**src/rtl/guess_entry_ctrl_pkg.sv**
```systemverilog
// Shared types and helpers for the guess-entry controller.
package guess_entry_ctrl_pkg;

    // Compare sequencer states
    typedef enum logic [1:0] {
        ST_IDLE = 2'd0,
        ST_CMP  = 2'd1,
        ST_DONE = 2'd2
    } cmp_state_t;

    localparam int GUESS_COUNT_W = 8;

    // Bits needed to hold the values 0..n-1 (never less than one bit)
    function automatic int count_w(input int n);
        return (n <= 2) ? 1 : $clog2(n);
    endfunction

endpackage

```
**src/rtl/guess_entry_ctrl_digit_bank.sv**
```systemverilog
// N_DIGITS x DIGIT_W digit register file with a single indexed write port.
module digit_bank
    import guess_entry_ctrl_pkg::*;
#(
    parameter  int N_DIGITS = 4,
    parameter  int DIGIT_W  = 4,
    localparam int AW       = count_w(N_DIGITS)
) (
    input  logic                        clock,
    input  logic                        reset,
    input  logic                        we,
    input  logic [AW-1:0]               waddr,
    input  logic [DIGIT_W-1:0]          wdata,
    output logic [N_DIGITS*DIGIT_W-1:0] data_flat
);

    // Write the addressed digit; all other digits hold
    always_ff @(posedge clock) begin
        if (reset) begin
            data_flat <= '0;
        end else if (we) begin
            for (int k = 0; k < N_DIGITS; k++) begin
                if (waddr == AW'(k)) begin
                    data_flat[k*DIGIT_W +: DIGIT_W] <= wdata;
                end
            end
        end
    end

endmodule

```
**src/rtl/guess_entry_ctrl.sv**
```systemverilog
// Code-breaker entry controller: keypad entry into secret/guess banks and a
// sequential one-position-per-cycle scorer producing exact (A) and
// misplaced (B) hit counts.
//
//   state   | meaning
//   IDLE    | waiting for a submit rising edge; entry allowed
//   CMP     | scoring guess position idx, one per cycle
//   DONE    | load counts, bump guess counter, update win
module guess_entry_ctrl
    import guess_entry_ctrl_pkg::*;
#(
    parameter  int N_DIGITS = 4,
    parameter  int DIGIT_W  = 4,
    parameter  int BASE     = 10,
    localparam int CUR_W    = count_w(N_DIGITS),
    localparam int CNT_W    = count_w(N_DIGITS + 1)
) (
    input  logic                        clock,
    input  logic                        reset,
    input  logic                        mode,
    input  logic                        key_valid,
    input  logic [DIGIT_W-1:0]          key_code,
    input  logic [N_DIGITS-1:0]         digit_sel_n,
    input  logic                        submit,
    output logic [CUR_W-1:0]            cursor,
    output logic [N_DIGITS*DIGIT_W-1:0] secret_flat,
    output logic [N_DIGITS*DIGIT_W-1:0] guess_flat,
    output logic                        busy,
    output logic                        result_valid,
    output logic [CNT_W-1:0]            a_count,
    output logic [CNT_W-1:0]            b_count,
    output logic                        win,
    output logic [GUESS_COUNT_W-1:0]    guess_count
);

    localparam logic [DIGIT_W:0]   BASE_L   = (DIGIT_W + 1)'(BASE);
    localparam logic [CUR_W-1:0]   LAST_POS = CUR_W'(N_DIGITS - 1);
    localparam logic [CNT_W-1:0]   FULL_HIT = CNT_W'(N_DIGITS);

    cmp_state_t         state, state_next;
    logic [CUR_W-1:0]   idx, idx_next, sel_idx, wr_pos;
    logic [CNT_W-1:0]   acc_a, acc_b, acc_a_next, acc_b_next;
    logic               submit_q, submit_edge, sel_any, key_ok;
    logic               wr_en, wr_secret, wr_guess, load_result;
    logic [DIGIT_W-1:0] g_dig, s_dig;
    logic               pos_hit, pos_mis;

    assign busy        = (state != ST_IDLE);
    assign submit_edge = submit & ~submit_q;
    assign sel_any     = ~&digit_sel_n;
    assign key_ok      = key_valid && ({1'b0, key_code} < BASE_L);
    assign wr_en       = key_ok && !busy;
    assign wr_secret   = wr_en && !mode;
    assign wr_guess    = wr_en && mode;

    // Highest-index pressed select button wins
    always_comb begin
        sel_idx = '0;
        for (int k = 0; k < N_DIGITS; k++) begin
            if (!digit_sel_n[k]) sel_idx = CUR_W'(k);
        end
    end

    // A select on the same edge as a key redirects that key's write
    assign wr_pos = sel_any ? sel_idx : cursor;

    // Cursor: follows selects, advances with wrap after each accepted key
    always_ff @(posedge clock) begin
        if (reset) begin
            cursor <= '0;
        end else if (!busy) begin
            if (key_ok) begin
                cursor <= (wr_pos == LAST_POS) ? '0 : wr_pos + 1'b1;
            end else if (sel_any) begin
                cursor <= sel_idx;
            end
        end
    end

    digit_bank #(.N_DIGITS(N_DIGITS), .DIGIT_W(DIGIT_W)) u_secret (
        .clock     (clock),
        .reset     (reset),
        .we        (wr_secret),
        .waddr     (wr_pos),
        .wdata     (key_code),
        .data_flat (secret_flat)
    );

    digit_bank #(.N_DIGITS(N_DIGITS), .DIGIT_W(DIGIT_W)) u_guess (
        .clock     (clock),
        .reset     (reset),
        .we        (wr_guess),
        .waddr     (wr_pos),
        .wdata     (key_code),
        .data_flat (guess_flat)
    );

    // Score guess position idx: exact hit, else any other secret digit matches
    always_comb begin
        g_dig   = '0;
        s_dig   = '0;
        pos_mis = 1'b0;
        for (int k = 0; k < N_DIGITS; k++) begin
            if (idx == CUR_W'(k)) begin
                g_dig = guess_flat[k*DIGIT_W +: DIGIT_W];
                s_dig = secret_flat[k*DIGIT_W +: DIGIT_W];
            end
        end
        for (int j = 0; j < N_DIGITS; j++) begin
            if ((idx != CUR_W'(j)) && (secret_flat[j*DIGIT_W +: DIGIT_W] == g_dig)) begin
                pos_mis = 1'b1;
            end
        end
        pos_hit = (g_dig == s_dig);
    end

    // Compare sequencer next-state and accumulator updates
    always_comb begin
        state_next  = state;
        idx_next    = idx;
        acc_a_next  = acc_a;
        acc_b_next  = acc_b;
        load_result = 1'b0;
        case (state)
            ST_IDLE: begin
                if (submit_edge) begin
                    state_next = ST_CMP;
                    idx_next   = '0;
                    acc_a_next = '0;
                    acc_b_next = '0;
                end
            end
            ST_CMP: begin
                if (pos_hit) begin
                    acc_a_next = acc_a + 1'b1;
                end else if (pos_mis) begin
                    acc_b_next = acc_b + 1'b1;
                end
                idx_next = idx + 1'b1;
                if (idx == LAST_POS) state_next = ST_DONE;
            end
            ST_DONE: begin
                state_next  = ST_IDLE;
                load_result = 1'b1;
            end
            default: state_next = ST_IDLE;
        endcase
    end

    // Sequencer registers; submit history resets high so a held submit is not an edge
    always_ff @(posedge clock) begin
        if (reset) begin
            state    <= ST_IDLE;
            idx      <= '0;
            acc_a    <= '0;
            acc_b    <= '0;
            submit_q <= 1'b1;
        end else begin
            state    <= state_next;
            idx      <= idx_next;
            acc_a    <= acc_a_next;
            acc_b    <= acc_b_next;
            submit_q <= submit;
        end
    end

    // Result registers: counts, pulse, saturating guess counter, sticky win
    always_ff @(posedge clock) begin
        if (reset) begin
            result_valid <= 1'b0;
            a_count      <= '0;
            b_count      <= '0;
            guess_count  <= '0;
            win          <= 1'b0;
        end else begin
            result_valid <= load_result;
            if (load_result) begin
                a_count <= acc_a;
                b_count <= acc_b;
                if (guess_count != '1) guess_count <= guess_count + 1'b1;
                if (acc_a == FULL_HIT) win <= 1'b1;
            end else if (wr_secret) begin
                win <= 1'b0;
            end
        end
    end

endmodule

```
**config.mk**
```make
export PLATFORM = sky130hd
export DESIGN_NAME = guess_entry_ctrl
export DESIGN_NICKNAME = d
export VERILOG_FILES = /design/src/rtl/guess_entry_ctrl_pkg.sv /design/src/rtl/guess_entry_ctrl_digit_bank.sv /design/src/rtl/guess_entry_ctrl.sv
export SDC_FILE = /design/constraint.sdc
export NUM_CORES = 1
export LEC_CHECK = 0
export ABC_AREA = 1
export BUFFER_PORTS_ARGS = -buffer_cell sky130_fd_sc_hd__buf_4
export CORE_ASPECT_RATIO = 1.1
export CORE_UTILIZATION = 40
export DETAILED_ROUTE_END_ITERATION = 10
export GPL_TIMING_DRIVEN = 0
export HOLD_SLACK_MARGIN = 0.15
export PLACE_DENSITY = 0.68
export SYNTH_ARGS = -nofsm -noshare
export SYNTH_HDL_FRONTEND = slang
export SYNTH_HIERARCHICAL = 1
export SYNTH_SLANG_ARGS = --single-unit
export TNS_END_PERCENT = 30
```
**constraint.sdc**
```tcl
create_clock -name clock -period 1.95 [get_ports clock]
set_input_delay 0.195 -clock clock [delete_from_list [all_inputs] [get_ports clock]]
set_output_delay 0.195 -clock clock [all_outputs]
set_load 0.005 [all_outputs]
```
== Yosys cells after proc, flatten, opt, wreduce, memory -nomap -nowiden ==
Index checks and enable logic that the tools add are counted.
Word-level totals
  register bits after elaboration: 61
  bits in latches: 0
  RAM bits: 0
  memory bits (read-only): 0
  input port bits: 13
  output and inout bits: 51
  word-level logic and storage cells: 116
  memories kept: 0
Cells by class
  add/subtract/negate cells: 5
  multipliers: 0
  divide/modulo/power cells: 0
  $lt $le $gt $ge: 1
  equal/unequal tests: 24
  shift-type cells: 0
  multiplexer cells: 33
  bitwise gates (word level): 2
  reduce and logical (&&, ||, !) cells: 32
Operator list (number)
  $mux 4: 8
  $reduce_and 2->1: 12
  $eq 4x4->1: 5
  $mux 2: 8
  $ne 2x2->1 const B: 7
  $mux 3: 4
  $pmux 3 s2: 2
  $eq 2x2->1 const B: 5
  $mux 1: 9
  $add 8x1->8 const B: 1
  $logic_and 1x1->1: 8
  $ne 8x8->1 const B: 1
  $pmux 2 s2: 2
  $reduce_and 4->1: 2
  $reduce_bool 2->1: 4
  $add 3x1->3 const B: 2
  $eq 2x1->1 const B: 3
  $logic_not 2->1: 3
  $add 2x1->2 const B: 2
  $lt 4x4->1 const B: 1
  $ne 2x1->1 const B: 2
  $eq 3x3->1 const B: 1
  $reduce_and 3->1: 1
  $logic_not 1->1: 2
  other kinds (2): 2

== Longest topological paths before layout ==
Gate-level depths: netlist of run 1.
  word-level depth: 14
  depth in mapped cells: 19

== Cells and area by module ==
The synthesis of run 1 kept the hierarchy.
By module, submodules not included
  guess_entry_ctrl: instances 1, cells an instance 341, area an instance 2053.2 um^2, seq. area each 580.6 um^2
  digit_bank: instances 2, cells an instance 105, area an instance 708.2 um^2, seq. area each 320.3 um^2

== Least setup slack after synthesis of run 1 ==
Ideal clock, no wire load.
  path type: register to register
  start point: register idx[0]
  end point: register acc_b[2]
  library setup time: 0.113 ns
  arrival: 1.756 ns
  data required time: 1.837 ns
  setup slack: 0.082 ns
  cell stages (with the launch flop): 18
  period minus slack after synthesis: 1.868 ns
  cell sequence: dfxtp_1 -> inv_1 -> ha_1 -> buf_4 -> a21oi_1 -> nand2_1 -> nand2_2 -> nand2_1 -> nand2_1 -> nor2_1 -> nand2_1 -> nand2_1 -> nor2_1 -> nand2_2 -> nand2_2 -> nand2_1 -> nand2_1 -> nor2_1
On the way
  cells in the longest elaborated chain, start to end: 13
  elaborated cells between the ends (all ways): 32
Ends and longest elaborated chain
  start: declaration: line guess_entry_ctrl.sv:41  | logic [CUR_W-1:0] idx, idx_next, sel_idx, wr_pos;
  start signal: assignment: line guess_entry_ctrl.sv:160  | idx <= idx_next;
  $logic_not 2->1: line guess_entry_ctrl.sv:104  | if (idx == CUR_W'(k)) begin
  $mux 4 (4 in a row): line guess_entry_ctrl.sv:104
  $eq 4x4->1: line guess_entry_ctrl.sv:110  | if ((idx != CUR_W'(j)) && (secret_flat[j*DIGIT_W +: DIGIT_W] == g_dig)) begin
  $logic_and 1x1->1: line guess_entry_ctrl.sv:110
  $mux 1 (4 in a row): line guess_entry_ctrl.sv:110
  $ne 2x2->1 (no line)
  $reduce_and 4->1 (no line) (*)
  end signal: assignment: line guess_entry_ctrl.sv:162  | acc_b <= acc_b_next;
  end: declaration: line guess_entry_ctrl.sv:42  | logic [CNT_W-1:0] acc_a, acc_b, acc_a_next, acc_b_next;
Every way passes the cells marked *; elsewhere a longest branch is shown, timed or not.
A chain may end at the register's enable or synchronous reset.

== Worst setup path after layout of run 1 ==
  start point: register idx[1]
  end point: register acc_b[1]
The elaborated chain is that of the path after synthesis.

==> impl_metrics.py, run 1 <==
metrics = {
    "cts": {
        "clockBufferDepth": 2,
        "clock_latency_ns": 0.35,
        "htree_levels": 3,
        "cts_made_buffers": 9,
        "cts.sinks": 61,
        "root_buffer": "clkbuf_8",
        "clk_pin_slew_ns": 0.07,
        "cts_tree": "yes",
    },
    "place": {
        "dp_cells": 725,
        "portBuffers": 63,
        "gp_congestion": 0.8557,
        "dp.final_hpwl_um": 6812,
        "placed_area_sq_um": 4081,
    },
    "worst_setup_path": {
        "cp.arrival_ns": 2.24,
        "cp_common_cell": "nand2_2",
        "crit_type": "flop to flop",
        "crit_path_top_delay_cell": "dfxtp_4",
        "critPathMaxStageDelay_ns": 0.37,
        "cp_data_required_time_ns": 2.19,
        "crit_path_cell_trace": "inv_4 > ha_4 > buf_8 > clkinv_8 > nand2_4 > nand3_4 > nand2_4 > nand2_4 > nand2_2 > nand2_2 > nor2_2 > nand3_2 > nand2_2 > inv_2 > nand2_4 > nand2_2 > nand2_2 > nor2_1",
        "critPathMaxFanout": 8,
        "cp-end-kind": "flop",
        "cp-start-kind": "flop",
    },
    "cells_and_area": {
        "diodes": 0,
        "final_cells": 746,
        "fillers": 820,
        "syn_to_final_growth_pct": 32.85,
        "final_area_sq_um": 4609,
        "nets": 652,
        "drive_above_1_share": 0.2677,
    },
    "power_and_ir_drop": {
        "powerDensity_nw_per_um2": 596.6,
        "p_leak_nw": 2.241,
        "peakVddDrop_mv": 0.3519,
    },
    "logic_synthesis": {
        "ys_warn_count": 6,
        "synth_area_leader_cell": "dfxtp_1",
        "ys_seq_area_frac": 0.3520,
        "synth_edf_count": 0,
        "synth-main-ff-cell": "dfxtp_1",
        "netlist_area_sq_um": 3470,
        "synth_top_area_frac": 0.3520,
        "async_flop_share": 0,
        "synthMostInstantiatedCell": "nand2_1",
        "ys_top_cells_by_count": "nand2_1 (150), nor2_1 (91), inv_1 (84)",
        "synth-seq-cells": 61,
        "synthTopCellsByArea": "dfxtp_1 (35%), nand2_1 (16%), nor2_1 (9.8%)",
        "syn_inst": 551,
        "syn_nets": 573,
        "ys_types": 33,
        "synth.avg_cell_area_sq_um": 6.297,
    },
    "grt": {
        "grt_pass1_vias": 3326,
        "gr-total-overflow": 0,
        "antenna_found_initial": 0,
        "grt_max_degree": 12,
        "grt.total_usage": 0.2160,
        "grt_pass1_wl_um": 15490,
    },
    "routing": {
        "wl_per_cell_um": 12.86,
        "drtAntennaViolNets": 0,
        "first_iter_violations": 310,
        "firstDrtPassIters": 4,
        "drc": 0,
        "routed_wirelength_um": 9597,
        "dr_total_vias": 3693,
        "drt-vias-per-instance": 4.950,
    },
    "sta": {
        "fin_ws_ns": -0.05694,
        "post-route-min-period_ns": 2.007,
        "finalSetupViolations": 4,
        "rsz0062_at_grt": "yes",
        "worst_slew_pin_slew_ns": 0.6778,
        "fin_crit_sh": 1.029,
        "slew_headroom": 0.5470,
        "fin_skew_ns": 0.008400,
        "finalMaxSlewViolations": 0,
        "hold_ws_ns": 0.1774,
        "hold_viol_final": 0,
        "fin_tns_setup_ns": -0.1547,
        "timing.fmax_ghz": 0.4983,
    },
    "flow_run": {
        "drv_cap": 0,
    },
    "floorplanning": {
        "rows": 35,
        "num_io_pins": 64,
        "die_y_um": 99.68,
        "die_area_sq_um": 9051,
        "core_area_sq_um": 8408,
        "start_util": 0.4126,
        "die_width_um": 90.80,
    },
    "worst_hold_path": {
        "min_path_type": "input port to flop",
    },
    "run_status": {
        "status": "finished, violations left",
        "violations": "negative setup slack",
    },
}
[timing repair]
action                                  in CTS  in global routing
hold buffers                                 1                  0
pin swaps                                   26                 24
setup buffers                                1                  2
resized for setup                           52                 42
endpoints found under the hold margin        1                  0
cloned                                       2                  0
endpoints found under the setup margin      23                 26
[cells in the final DEF, fill, tap and decap left out, types with 2 or more instances in the layout]
cell type	n
ha_1	5
o21ai_1	2
o211ai_1	3
nor2_2	8
clkinv_2	4
clkbuf_8	9
inv_1	81
nand3_4	8
nor2_1	86
ha_4	3
dfxtp_1	59
nand3_1	35
o21ai_2	2
nand2_4	11
buf_4	71
inv_2	3
a211oi_1	2
o21ai_0	13
inv_4	3
a21oi_2	8
nand3_2	8
a21oi_1	33
or2_4	3
dfxtp_4	2
nand2_1	132
clkbuf_1	5
nand2_2	16
[power by group]
group | switching [W] | internal, W
Combinational | 0.000296 | 0.000188
Clock | 0.000493 | 0.000452
Sequential | 0.0000394 | 0.00128
Total | 0.000829 | 0.00192
[flip-flops by register name (all words and copies together) (netlist names), 3 cells and up]
| register | count |
|---|---|
| acc_b | 3 |
| b_count | 3 |
| acc_a | 3 |
| a_count | 3 |
| guess_count | 8 |
| u_guess/data_flat | 16 |
| u_secret/data_flat | 16 |
[layout make-up]
cell class / instances / area (sq um) / area share
multi-input cells: 392 / 2147 / 0.4658
flip-flops and latches: 61 / 1229 / 0.2666
repair buffers: 68 / 510.5 / 0.1107
inverters: 88 / 350.3 / 0.07600
well taps: 111 / 138.9 / 0.03013
clock buffers: 11 / 131.4 / 0.02850
plain buffers: 10 / 75.07 / 0.01629
clock inverters: 5 / 27.53 / 0.005972
[metal layers]
metal	GRT usage	wire (um)	vias up	share of wire
met4	0.1270	331	0	0.034
met1	0.2612	4081	1687	0.43
met2	0.3631	4659	109	0.49
met5	0	0	-	0
met3	0.03517	524	25	0.055
li1	-	-	1872	-
[per-stage QoR]
step           setup WS (ns)  power, W    util
2_1_floorplan        0.08154  0.001603       -
3_3_place_gp         -0.1735  0.001738  0.4854
3_5_place_dp         -0.2226  0.001750  0.4854
4_1_cts             -0.02270  0.002738  0.5287
5_1_grt              -0.2016  0.002890  0.5482
6_report            -0.05694  0.002750  0.5482
[cells by family (layout without fill, tap and decap cells)]
logic type	after synthesis	count (layout)	share of synthesized area
flops	61	61	0.3520
simple gates	314	315	0.3960
xor+xnor	1	1	0.002525
buf+inv	99	182	0.1150
fa+ha+maj	9	9	0.03246
compound gates	67	67	0.1021
[worst paths after layout]
path / startpoint / to / slack (ns) / cells past startpoint
max reg2reg: idx[1] / acc_b[1] / -0.06 / 18
max: idx[1] / acc_b[1] / -0.06 / 18
min: key_code[1] / u_guess/data_flat[13] / 0.18 / 3
min reg2reg: a_count[2] / a_count[2] / 0.48 / 2
[worst max-delay path, delay by kind of cell, from the launching register on]
family,cells,cell delay [ns]
and+or+nand+nor,13,1.05
DFF,1,0.37
buffers and inverters,4,0.34
adders and majority gates,1,0.14
No activity file was read; power rests on OpenSTA's default activity.
==> run 2: changes to the inputs <==
--- a/config.mk
+++ b/config.mk
@@ -7,12 +7,13 @@
 export LEC_CHECK = 0
 export ABC_AREA = 1
 export BUFFER_PORTS_ARGS = -buffer_cell sky130_fd_sc_hd__buf_4
+export CAP_MARGIN = 20
 export CORE_ASPECT_RATIO = 1.1
 export CORE_UTILIZATION = 40
 export DETAILED_ROUTE_END_ITERATION = 10
 export GPL_TIMING_DRIVEN = 0
 export HOLD_SLACK_MARGIN = 0.15
-export PLACE_DENSITY = 0.68
+export PLACE_DENSITY = 0.7
 export SYNTH_ARGS = -nofsm -noshare
 export SYNTH_HDL_FRONTEND = slang
 export SYNTH_HIERARCHICAL = 1
==> impl_metrics.py, run 2 (same netlist as run 1, synthesis figures left out) <==
metrics = {
    "grt": {
        "gr-total-overflow": 0,
        "grt_pass1_vias": 3389,
        "antenna_found_initial": 0,
        "grt.total_usage": 0.2170,
        "grt_pass1_wl_um": 15590,
        "grt_max_degree": 12,
    },
    "power_and_ir_drop": {
        "powerDensity_nw_per_um2": 654.9,
        "total_power_w": 0.003001,
        "peakVddDrop_mv": 0.4049,
        "p_leak_nw": 2.241,
    },
    "floorplanning": {
        "start_util": 0.4126,
        "die_area_sq_um": 9051,
        "die_y_um": 99.68,
        "core_area_sq_um": 8408,
        "num_io_pins": 64,
        "die_width_um": 90.80,
        "rows": 35,
    },
    "worst_setup_path": {
        "ff2ff_setup_slack_ns": 0.01,
        "cp-start-kind": "flop",
        "cp-end-kind": "flop",
        "rr_startpoint": "idx[1]",
        "r2r-end": "acc_b[2]",
        "critPathMaxFanout": 7,
        "crit_type": "flop to flop",
        "cp_data_required_time_ns": 2.20,
        "rr_worst_depth": 17,
        "cp.arrival_ns": 2.19,
    },
    "routing": {
        "first_iter_violations": 176,
        "drc": 0,
        "routed_wirelength_um": 9530,
        "firstDrtPassIters": 5,
        "drt-vias-per-instance": 4.945,
        "drtAntennaViolNets": 0,
        "dr_total_vias": 3689,
        "wl_per_cell_um": 12.77,
    },
    "worst_hold_path": {
        "min_path_type": "input port to flop",
        "hold_path_depth": 3,
        "min_to": "win",
        "min_from": "mode",
    },
    "cells_and_area": {
        "reg_top3": "u_guess/data_flat (16), u_secret/data_flat (16), guess_count (8)",
        "nets": 652,
        "final_area_sq_um": 4583,
        "layout_commonest_cell": "nand2_1",
        "final_cell_mix": "nand2_1 (141), nor2_1 (86), inv_1 (80), buf_4 (72), dfxtp_1 (59)",
        "diodes": 0,
        "drive_above_1_share": 0.2425,
        "syn_to_final_growth_pct": 32.10,
        "fin_util": 0.5451,
    },
    "cts": {
        "cts_made_buffers": 9,
        "htree_levels": 3,
        "clock_latency_ns": 0.35,
        "cts_tree": "yes",
        "root_buffer": "clkbuf_8",
        "clk_pin_slew_ns": 0.07,
        "cts.sinks": 61,
        "clockBufferDepth": 2,
    },
    "sta": {
        "timing.fmax_ghz": 0.5160,
        "worst_slew_pin_slew_ns": 0.7086,
        "finalSetupViolations": 0,
        "slew_headroom": 0.5265,
        "rsz0062_at_grt": "yes",
        "hold_viol_final": 0,
        "fin_skew_ns": 0.007809,
        "fin_crit_sh": 0.9938,
        "finalMaxSlewViolations": 0,
        "post-route-min-period_ns": 1.938,
    },
    "place": {
        "placed_area_sq_um": 4081,
        "gp_congestion": 0.8737,
        "portBuffers": 63,
        "dp.final_hpwl_um": 6793,
    },
    "flow_run": {
        "drv_cap": 0,
    },
    "run_status": {
        "status": "completed",
    },
}
-- run 2: area by class of cell --
| class | instances | area, sq um |
|---|---|---|
| clock buffers | 13 | 168.9 |
| flip-flops and latches | 61 | 1229 |
| clock inverters | 3 | 42.54 |
| plain buffers | 9 | 60.06 |
| inverters | 88 | 342.8 |
| well taps | 111 | 138.9 |
| repair buffers | 69 | 533.0 |
| multi-input cells | 392 | 2068 |
| fillers | 866 | 3825 |
-- run 2: layer usage --
layer / routed length, um / global-route usage
met1: 4092 / 0.2554
met2: 4699 / 0.3770
met3: 440 / 0.03899
met4: 297 / 0.1136
met5: 0 / 0
-- run 2: how the worst max path moves through the flow --
stage	from	endpoint
after floorplan	idx[0]	acc_b[2]
after detailed placement	idx[0]	acc_b[2]
after global routing	idx[1]	acc_b[0]
final	idx[1]	acc_b[2]
after CTS	idx[1]	acc_b[2]
after global placement	idx[0]	acc_b[1]
-- run 2: worst max-delay path: stages, from the launching register on --
cell     delay, ns
dfxtp_4       0.38
inv_4         0.06
ha_4          0.21
buf_12        0.15
a21oi_2       0.12
o21ai_1       0.07
nand2_1       0.08
nand2_1       0.06
nand2_2       0.07
nand2_4       0.06
nor2_4        0.13
nand3_4       0.10
nand2_2       0.08
inv_2         0.04
nand2_2       0.08
nand2_1       0.05
nand2_1       0.05
nor2_1        0.05
-- run 2: power breakdown --
| part | total (W) | switching, W | internal, W |
|---|---|---|---|
| registers | 0.00132 | 0.0000375 | 0.00128 |
| clock network | 0.00121 | 0.000519 | 0.000693 |
| logic | 0.000471 | 0.000285 | 0.000186 |
| total | 0.00300 | 0.000842 | 0.00216 |
-- run 2: through the flow --
stage | std cells | setup slack [ns] | hold WS [ns] | setup TNS (ns)
after global routing | 746 | -0.1552 | 0.1753 | -0.7499
after floorplan | 551 | 0.08154 | 0.2914 | 0
final | 746 | 0.01202 | 0.1705 | 0
after CTS | 748 | -0.01491 | 0.1579 | -0.02115
after global placement | 725 | -0.1536 | 0.3927 | -1.745
after detailed placement | 725 | -0.1919 | 0.3967 | -2.466
-- run 2: repair_timing --
item,CTS,global route
gates resized for setup,38,34
buffers inserted,5,0
hold endpoints to repair,1,0
cloned,1,0
hold buffers,1,0
pin swaps,13,20
endpoints found under the setup margin,22,35
